File: src/rtl/larpix_rx_pkg.sv
// Shared definitions for the LArPix receive path: packet-declare codes,
// header field positions, the broadcast chip ID and the unload FSM states.
package larpix_rx_pkg;

  // Packet-declare codes carried in bits [1:0] of every packet
  typedef enum logic [1:0] {
    DATA         = 2'd0,
    TEST         = 2'd1,
    CONFIG_WRITE = 2'd2,
    CONFIG_READ  = 2'd3
  } pkt_declare_e;

  // Header field positions inside the 63-bit packet
  localparam int PKT_TYPE_LSB = 0;
  localparam int PKT_TYPE_MSB = 1;
  localparam int CHIP_ID_LSB  = 2;
  localparam int CHIP_ID_MSB  = 9;

  // Broadcast chip ID, never removed by the filter
  localparam logic [7:0] GLOBAL_ID = 8'hFF;

  // Unload handshake states towards the UART receiver
  typedef enum logic [1:0] {
    IDLE = 2'd0,
    ULD  = 2'd1,
    CAPT = 2'd2,
    REL  = 2'd3
  } rx_state_e;

  // True when a packet from chip 'id' has to be discarded by the filter
  function automatic logic chip_rejected(input logic en, input logic [7:0] id,
                                         input logic [7:0] accepted);
    return en && (id != accepted) && (id != GLOBAL_ID);
  endfunction

endpackage

File: src/rtl/rx_packet_collector_if.sv
// Packet output stream of the collector: FWFT head plus valid/ready handshake.
interface rx_packet_collector_if #(
  parameter int WIDTH = 64
);
  logic             pkt_valid;
  logic             pkt_ready;
  logic [WIDTH-2:0] pkt_data;
  logic             pkt_parity_err;
  logic [1:0]       pkt_type;
  logic [7:0]       pkt_chip_id;

  // Producer side (the collector)
  modport master (
    output pkt_valid, pkt_data, pkt_parity_err, pkt_type, pkt_chip_id,
    input  pkt_ready
  );

  // Consumer side
  modport slave (
    input  pkt_valid, pkt_data, pkt_parity_err, pkt_type, pkt_chip_id,
    output pkt_ready
  );
endinterface

File: src/rtl/rx_packet_fifo.sv
// First-word-fall-through packet buffer. Head entry is visible combinationally;
// a push into a full buffer is accepted only when a pop happens in the same cycle.
module rx_packet_fifo #(
  parameter int WIDTH = 64,
  parameter int DEPTH = 16
) (
  input  logic                     clk,
  input  logic                     rst_n,
  input  logic                     push_i,
  input  logic [WIDTH-1:0]         data_i,
  input  logic                     pop_i,
  output logic [WIDTH-1:0]         head_o,
  output logic                     valid_o,
  output logic                     full_o,
  output logic [$clog2(DEPTH):0]   count_o
);
  localparam int AW = $clog2(DEPTH);
  localparam logic [AW:0] FULL_CNT = (AW+1)'(DEPTH);

  logic [WIDTH-1:0] mem_q [DEPTH];
  logic [AW-1:0]    wr_ptr_q;
  logic [AW-1:0]    rd_ptr_q;
  logic [AW:0]      count_q;
  logic             do_push;
  logic             do_pop;

  assign valid_o = (count_q != '0);
  assign full_o  = (count_q == FULL_CNT);
  assign do_pop  = pop_i && valid_o;
  assign do_push = push_i && (!full_o || do_pop);
  assign count_o = count_q;
  // Gate the head so the outputs never show uninitialised storage
  assign head_o  = valid_o ? mem_q[rd_ptr_q] : '0;

  // Storage write; contents need no reset because reads are gated by valid
  always_ff @(posedge clk) begin
    if (do_push) mem_q[wr_ptr_q] <= data_i;
  end

  // Pointer and occupancy bookkeeping; pointers wrap naturally (power-of-2 depth)
  always_ff @(posedge clk or negedge rst_n) begin
    if (!rst_n) begin
      wr_ptr_q <= '0;
      rd_ptr_q <= '0;
      count_q  <= '0;
    end else begin
      if (do_push) wr_ptr_q <= wr_ptr_q + 1'b1;
      if (do_pop)  rd_ptr_q <= rd_ptr_q + 1'b1;
      case ({do_push, do_pop})
        2'b10:   count_q <= count_q + 1'b1;
        2'b01:   count_q <= count_q - 1'b1;
        default: count_q <= count_q;
      endcase
    end
  end

endmodule

File: src/rtl/rx_packet_collector.sv
// Unloads words from the UART receiver, filters them by chip ID, buffers them
// in an FWFT FIFO and keeps saturating statistics counters.
module rx_packet_collector
  import larpix_rx_pkg::*;
#(
  parameter int WIDTH      = 64,
  parameter int FIFO_DEPTH = 16,
  parameter int CNT_WIDTH  = 16
) (
  input  logic                          clk,
  input  logic                          reset_n,
  // UART receiver side
  input  logic                          rx_empty,
  input  logic [WIDTH-2:0]              rx_data,
  input  logic                          parity_error,
  output logic                          uld_rx_data,
  // Filter and statistics control
  input  logic                          filter_en,
  input  logic [7:0]                    chip_id_filter,
  input  logic                          clr_cnt,
  // Packet stream
  rx_packet_collector_if.master         pkt_if,
  output logic [$clog2(FIFO_DEPTH):0]   fifo_count,
  output logic [CNT_WIDTH-1:0]          rx_cnt,
  output logic [CNT_WIDTH-1:0]          parity_err_cnt,
  output logic [CNT_WIDTH-1:0]          filtered_cnt,
  output logic [CNT_WIDTH-1:0]          drop_cnt
);
  rx_state_e        state_q;
  logic             uld_q;
  logic [WIDTH-1:0] cap_q;    // {parity flag, packet}
  logic             eval_q;   // high during the REL entry cycle only

  logic             filter_hit;
  logic             push;
  logic             pop;
  logic             fifo_valid;
  logic             fifo_full;
  logic [WIDTH-1:0] head;
  logic [3:0]       inc;

  // Unload handshake: strobe for ULD+CAPT, capture on leaving CAPT,
  // hold in REL until the receiver reports empty
  always_ff @(posedge clk or negedge reset_n) begin
    if (!reset_n) begin
      state_q <= IDLE;
      uld_q   <= 1'b0;
      cap_q   <= '0;
      eval_q  <= 1'b0;
    end else begin
      eval_q <= 1'b0;
      case (state_q)
        IDLE: begin
          if (!rx_empty) begin
            state_q <= ULD;
            uld_q   <= 1'b1;
          end
        end
        ULD: begin
          state_q <= CAPT;
          uld_q   <= 1'b1;
        end
        CAPT: begin
          state_q <= REL;
          uld_q   <= 1'b0;
          cap_q   <= {parity_error, rx_data};
          eval_q  <= 1'b1;
        end
        REL: begin
          if (rx_empty) state_q <= IDLE;
        end
        default: begin
          state_q <= IDLE;
          uld_q   <= 1'b0;
        end
      endcase
    end
  end

  assign uld_rx_data = uld_q;

  // Evaluation of the captured word in the REL entry cycle
  assign filter_hit = chip_rejected(filter_en, cap_q[CHIP_ID_MSB:CHIP_ID_LSB], chip_id_filter);
  assign push       = eval_q && !filter_hit;
  assign pop        = fifo_valid && pkt_if.pkt_ready;

  rx_packet_fifo #(
    .WIDTH (WIDTH),
    .DEPTH (FIFO_DEPTH)
  ) u_fifo (
    .clk     (clk),
    .rst_n   (reset_n),
    .push_i  (push),
    .data_i  (cap_q),
    .pop_i   (pop),
    .head_o  (head),
    .valid_o (fifo_valid),
    .full_o  (fifo_full),
    .count_o (fifo_count)
  );

  assign pkt_if.pkt_valid      = fifo_valid;
  assign pkt_if.pkt_data       = head[WIDTH-2:0];
  assign pkt_if.pkt_parity_err = head[WIDTH-1];
  assign pkt_if.pkt_type       = head[PKT_TYPE_MSB:PKT_TYPE_LSB];
  assign pkt_if.pkt_chip_id    = head[CHIP_ID_MSB:CHIP_ID_LSB];

  // Counter events: 0 received, 1 parity error, 2 filtered, 3 dropped on full
  assign inc[0] = eval_q;
  assign inc[1] = eval_q && cap_q[WIDTH-1];
  assign inc[2] = eval_q && filter_hit;
  assign inc[3] = push && fifo_full && !pop;

  generate
    for (genvar gi = 0; gi < 4; gi++) begin : g_cnt
      logic [CNT_WIDTH-1:0] cnt_q;
      // Saturating statistics counter; clear has priority over increment
      always_ff @(posedge clk or negedge reset_n) begin
        if (!reset_n) begin
          cnt_q <= '0;
        end else if (clr_cnt) begin
          cnt_q <= '0;
        end else if (inc[gi] && (cnt_q != '1)) begin
          cnt_q <= cnt_q + 1'b1;
        end
      end
    end
  endgenerate

  assign rx_cnt         = g_cnt[0].cnt_q;
  assign parity_err_cnt = g_cnt[1].cnt_q;
  assign filtered_cnt   = g_cnt[2].cnt_q;
  assign drop_cnt       = g_cnt[3].cnt_q;

endmodule
File: src/flat_wrapper.sv
// flat-port wrapper written by rule: the top's interface ports become plain ports
module rx_packet_collector_flat import larpix_rx_pkg::*;
#(
  parameter int WIDTH      = 64,
  parameter int FIFO_DEPTH = 16,
  parameter int CNT_WIDTH  = 16
)
  (clk, reset_n, rx_empty, rx_data, parity_error, uld_rx_data, filter_en, chip_id_filter, clr_cnt, fifo_count, rx_cnt, parity_err_cnt, filtered_cnt, drop_cnt, pkt_if_pkt_valid, pkt_if_pkt_data, pkt_if_pkt_parity_err, pkt_if_pkt_type, pkt_if_pkt_chip_id, pkt_if_pkt_ready);
  rx_packet_collector_if #(.WIDTH(WIDTH)) pkt_if_i ();
  input  logic clk;
  input  logic reset_n;
  input  logic rx_empty;
  input  logic [WIDTH-2:0] rx_data;
  input  logic parity_error;
  output logic uld_rx_data;
  input  logic filter_en;
  input  logic [7:0] chip_id_filter;
  input  logic clr_cnt;
  output logic [$clog2(FIFO_DEPTH):0] fifo_count;
  output logic [CNT_WIDTH-1:0] rx_cnt;
  output logic [CNT_WIDTH-1:0] parity_err_cnt;
  output logic [CNT_WIDTH-1:0] filtered_cnt;
  output logic [CNT_WIDTH-1:0] drop_cnt;
  output wire logic [$bits(pkt_if_i.pkt_valid)-1:0] pkt_if_pkt_valid;
  output wire logic [$bits(pkt_if_i.pkt_data)-1:0] pkt_if_pkt_data;
  output wire logic [$bits(pkt_if_i.pkt_parity_err)-1:0] pkt_if_pkt_parity_err;
  output wire logic [$bits(pkt_if_i.pkt_type)-1:0] pkt_if_pkt_type;
  output wire logic [$bits(pkt_if_i.pkt_chip_id)-1:0] pkt_if_pkt_chip_id;
  input wire logic [$bits(pkt_if_i.pkt_ready)-1:0] pkt_if_pkt_ready;
  assign pkt_if_pkt_valid = pkt_if_i.pkt_valid;
  assign pkt_if_pkt_data = pkt_if_i.pkt_data;
  assign pkt_if_pkt_parity_err = pkt_if_i.pkt_parity_err;
  assign pkt_if_pkt_type = pkt_if_i.pkt_type;
  assign pkt_if_pkt_chip_id = pkt_if_i.pkt_chip_id;
  assign pkt_if_i.pkt_ready = pkt_if_pkt_ready;
  rx_packet_collector #(.WIDTH(WIDTH), .FIFO_DEPTH(FIFO_DEPTH), .CNT_WIDTH(CNT_WIDTH)) u_core (.clk(clk), .reset_n(reset_n), .rx_empty(rx_empty), .rx_data(rx_data), .parity_error(parity_error), .uld_rx_data(uld_rx_data), .filter_en(filter_en), .chip_id_filter(chip_id_filter), .clr_cnt(clr_cnt), .pkt_if(pkt_if_i), .fifo_count(fifo_count), .rx_cnt(rx_cnt), .parity_err_cnt(parity_err_cnt), .filtered_cnt(filtered_cnt), .drop_cnt(drop_cnt));
endmodule
File: config.mk
export PLATFORM = sky130hd
export DESIGN_NAME = rx_packet_collector_flat
export DESIGN_NICKNAME = d
export VERILOG_FILES = /design/src/rtl/larpix_rx_pkg.sv /design/src/rtl/rx_packet_collector_if.sv /design/src/rtl/rx_packet_fifo.sv /design/src/rtl/rx_packet_collector.sv /design/src/flat_wrapper.sv
export SDC_FILE = /design/constraint.sdc
export NUM_CORES = 1
export LEC_CHECK = 0
export CORE_MARGIN = 3
export CORE_UTILIZATION = 54
export CTS_CLUSTER_SIZE = 10
export DETAILED_ROUTE_END_ITERATION = 8
export GPL_ROUTABILITY_DRIVEN = 0
export PLACE_DENSITY = 0.73
export SLEW_MARGIN = 25
export SYNTH_ARGS = -nofsm -noshare
export SYNTH_HDL_FRONTEND = slang
export SYNTH_HIERARCHICAL = 1
export SYNTH_SLANG_ARGS = --single-unit
File: constraint.sdc
create_clock -name clk -period 10 [get_ports clk]
set_input_delay 2 -clock clk [delete_from_list [all_inputs] [get_ports clk]]
set_output_delay 2 -clock clk [all_outputs]
set_load 0.02 [all_outputs]
==> qor.yml <==
outcome:
  status: "finished clean"
pwr:
  swShare_pct: 31.7
  vdd_drop_max_mv: 0.349
  p_int_w: 0.0111
  p_leak_nw: 17.5
  p_comb_share_pct: 28.0
  p_clk_share_pct: 27.7
  power_switching_w: 0.00515
  power_density_nw_per_um2: 302
  seq_power_share_pct: 44.3
logic_synthesis:
  async_flop_share_pct: 12.4
  netlist-cell-type-count: 57
  synth.avg_cell_area_um2: 20.1
  yosys_most_used_dff: "edfxtp_1"
  synth_area_leaders: "edfxtp_1 66%, mux4_2 12%, dfrtp_1 7.8%, mux2_2 2.6%, mux2i_1 1.5%"
  synth_nets: 2402
  synth_top_area_share_pct: 66.4
  yosysSeqAreaShare_pct: 74.2
  synth_area_um2: 46300
  synth_common_cells: "1024 x edfxtp_1, 256 x mux4_2, 145 x dfrtp_1"
  synth_enable_flop_cells: 1024
  yosysWarnings: 6
  synth-seq-cells: 1169
  yosysTopAreaCell: "edfxtp_1"
  synth_most_common_cell: "edfxtp_1"
  syn_inst: 2306
sta:
  slew_headroom_pct: 30.5
  rsz0062_at_grt: "false"
  period_share_pct: 63.8
  max_freq_mhz: 157
  hold_viol_final: 0
  tightest_slew_ns: 1.04
  finalSetupViolations: 0
  tns_ns: 0
  finClkSkew_ns: 0.0412
  holdWs_ns: 0.554
  slew_viol_final: 0
  fin_crit_ns: 6.38
cts:
  numCtsBuffers: 136
  clock_path_buffers: 3
  clock_latency_ns: 0.72
  cts_max_level: 4
  cts_tree: "yes"
  path_clk_slew_ns: 0.05
  ctsHoldBuffers: 0
  cts_resized: 0
  cts.sinks: 1169
  post_cts_buffers: 0
  cts_root_buffer: "clkbuf_16"
worst_setup_path:
  rrSetupSlack_ns: 4.75
  crit_start: "u_core/u_fifo/rd_ptr_q[2]"
  timing.rr.start: "u_core/cap_q[3]"
  cp.arrival_ns: 4.38
  cp_max_fo: 160
  endpoint_kind: "primary output"
  critPathKind: "flip-flop to primary output"
  startpoint_type: "flip-flop"
  worstPathRequired_ns: 8.00
final_layout:
  area_growth_pct: 16.2
  fill_cells: 5610
  nets: 2651
  final_layout_size_suffix_gt1_share_pct: 22.0
  layout.cells.non_filler: 3775
global_routing:
  grt_pass1_wl_um: 155000
  grt_usage_pct: 23.1
  grt_pass1_vias: 24560
  grt_max_degree: 161
  antenna_found_initial: 2
  grt_overflow: 0
detailed_routing:
  drc: 0
  drtAntennaViolNets: 0
  wire_per_inst_um: 27.0
  via_per_inst: 6.18
  totalWireLength_um: 102000
  vias: 23342
  drt_iter0_drc: 2346
  firstDrtPassIters: 5
placement:
  dpl.hpwl_um: 54300
  dp.cells: 3549
  port_buffers: 222
floorplan:
  die_x_um: 299
  ios: 223
  num_rows: 106
  core_um2: 84400
  die_y_um: 299
  start_util_pct: 54.9
  fp.dieArea_um2: 89300
worst_hold_path:
  min_from: "u_core/uld_rx_data"
  holdCritPathClass: "flip-flop to flip-flop"
run:
  cap_viol_max_count: 0
power groups by stage:
stage                     sequential (W)  clock, W  combinational (W)
after floorplan                  0.00682         0            0.00323
final                            0.00720   0.00450            0.00455
after detailed placement         0.00736         0            0.00454
after global routing             0.00732   0.00478            0.00486
after global placement           0.00727         0            0.00450
after CTS                        0.00726   0.00458            0.00457
flip-flops by register name, summed over array words and instances, names as in the netlist:
signal	flops
u_core/u_fifo/rd_ptr_q	4
u_core/rx_cnt	16
u_core/u_fifo/count_o	5
u_core/eval_q	1
u_core/state_q	2
u_core/uld_rx_data	1
u_core/parity_err_cnt	16
u_core/u_fifo/wr_ptr_q	4
u_core/cap_q	64
u_core/u_fifo/mem_q	1024
u_core/drop_cnt	16
u_core/filtered_cnt	16
cell usage in the layout, fill, tap and decap left out, types with 12 or more instances in the layout:
cell type        count
clkbuf_16          137
nand4_1             17
o21ai_0             15
ha_1                16
clkbuf_1            67
nor2_1              59
inv_1               13
o21ai_1             32
nor2b_1             47
nand2_1             30
edfxtp_1          1024
nor2_4              12
xor2_1              14
a21oi_1             63
a211oi_1            70
mux4_2             256
mux2i_1             71
mux2_2             105
dfrtp_1            141
clkdlybuf4s50_1    220
xnor2_1             29
nand3_1             28
final timing paths:
path                       cells after the start                         end
setup reg to reg                               9  u_core/u_fifo/mem_q[4][28]
hold / removal                                 2          u_core/uld_rx_data
max in group asynchronous                      2   u_core/u_fifo/rd_ptr_q[3]
setup / recovery                               5       pkt_if_pkt_chip_id[4]
min in group asynchronous                      1   u_core/parity_err_cnt[13]
hold reg to reg                                2          u_core/uld_rx_data
layout make-up:
cell class / count / area, µm² / area share (%)
Inverter: 14 / 55.1 / 0.102
Timing Repair Buffer: 250 / 2610 / 4.84
Clock buffer: 205 / 3690 / 6.86
Tap cell: 1134 / 1420 / 2.64
Clock inverter: 18 / 349 / 0.648
Sequential cell: 1169 / 34400 / 63.9
Multi-Input combinational cell: 984 / 11300 / 21.0
Antenna cell: 1 / 2.50 / 0.00465
cell families (layout without fill, tap and decap cells):
kind of cell,Yosys count,in the layout,share of synthesized area [%]
XOR/XNOR,43,43,0.813
AO/OA/AOI/OAI,202,202,2.75
buffers and inverters,153,487,1.60
other,0,1,0
flip-flops,1169,1169,74.2
AND/OR/NAND/NOR,280,280,3.32
multiplexers,441,441,16.8
adder cells (fa/ha/maj),18,18,0.503
per-layer routing:
metal,vias up,part of all wire (%),GRT usage [%]
met2,1034,49,37.0
met5,-,0.013,0
met4,2,2.2,6.71
met1,12250,41,32.5
met3,163,8.0,5.14
li1,9893,-,-
through the flow:
| stage | total power [W] | cell area, µm² | utilization, % | worst slack, ns |
|---|---|---|---|---|
| after CTS | 0.0164 | 53800 | 63.7 | 3.38 |
| after detailed placement | 0.0119 | 49700 | 58.9 | 3.12 |
| after floorplan | 0.0100 | 46300 | - | 1.13 |
| final | 0.0163 | 53800 | 63.8 | 3.62 |
| after global routing | 0.0170 | 53800 | 63.8 | 3.43 |
| after global placement | 0.0118 | 49700 | 58.9 | 3.24 |
worst max-delay path: stages, from the launching register on:
cell and delay (ns):
dfrtp_4 0.87, buf_12 0.61, mux4_2 0.37, mux2i_1 0.14, a211oi_1 0.72, clkdlybuf4s50_1 0.74
Power figures use the tool's default switching activity.
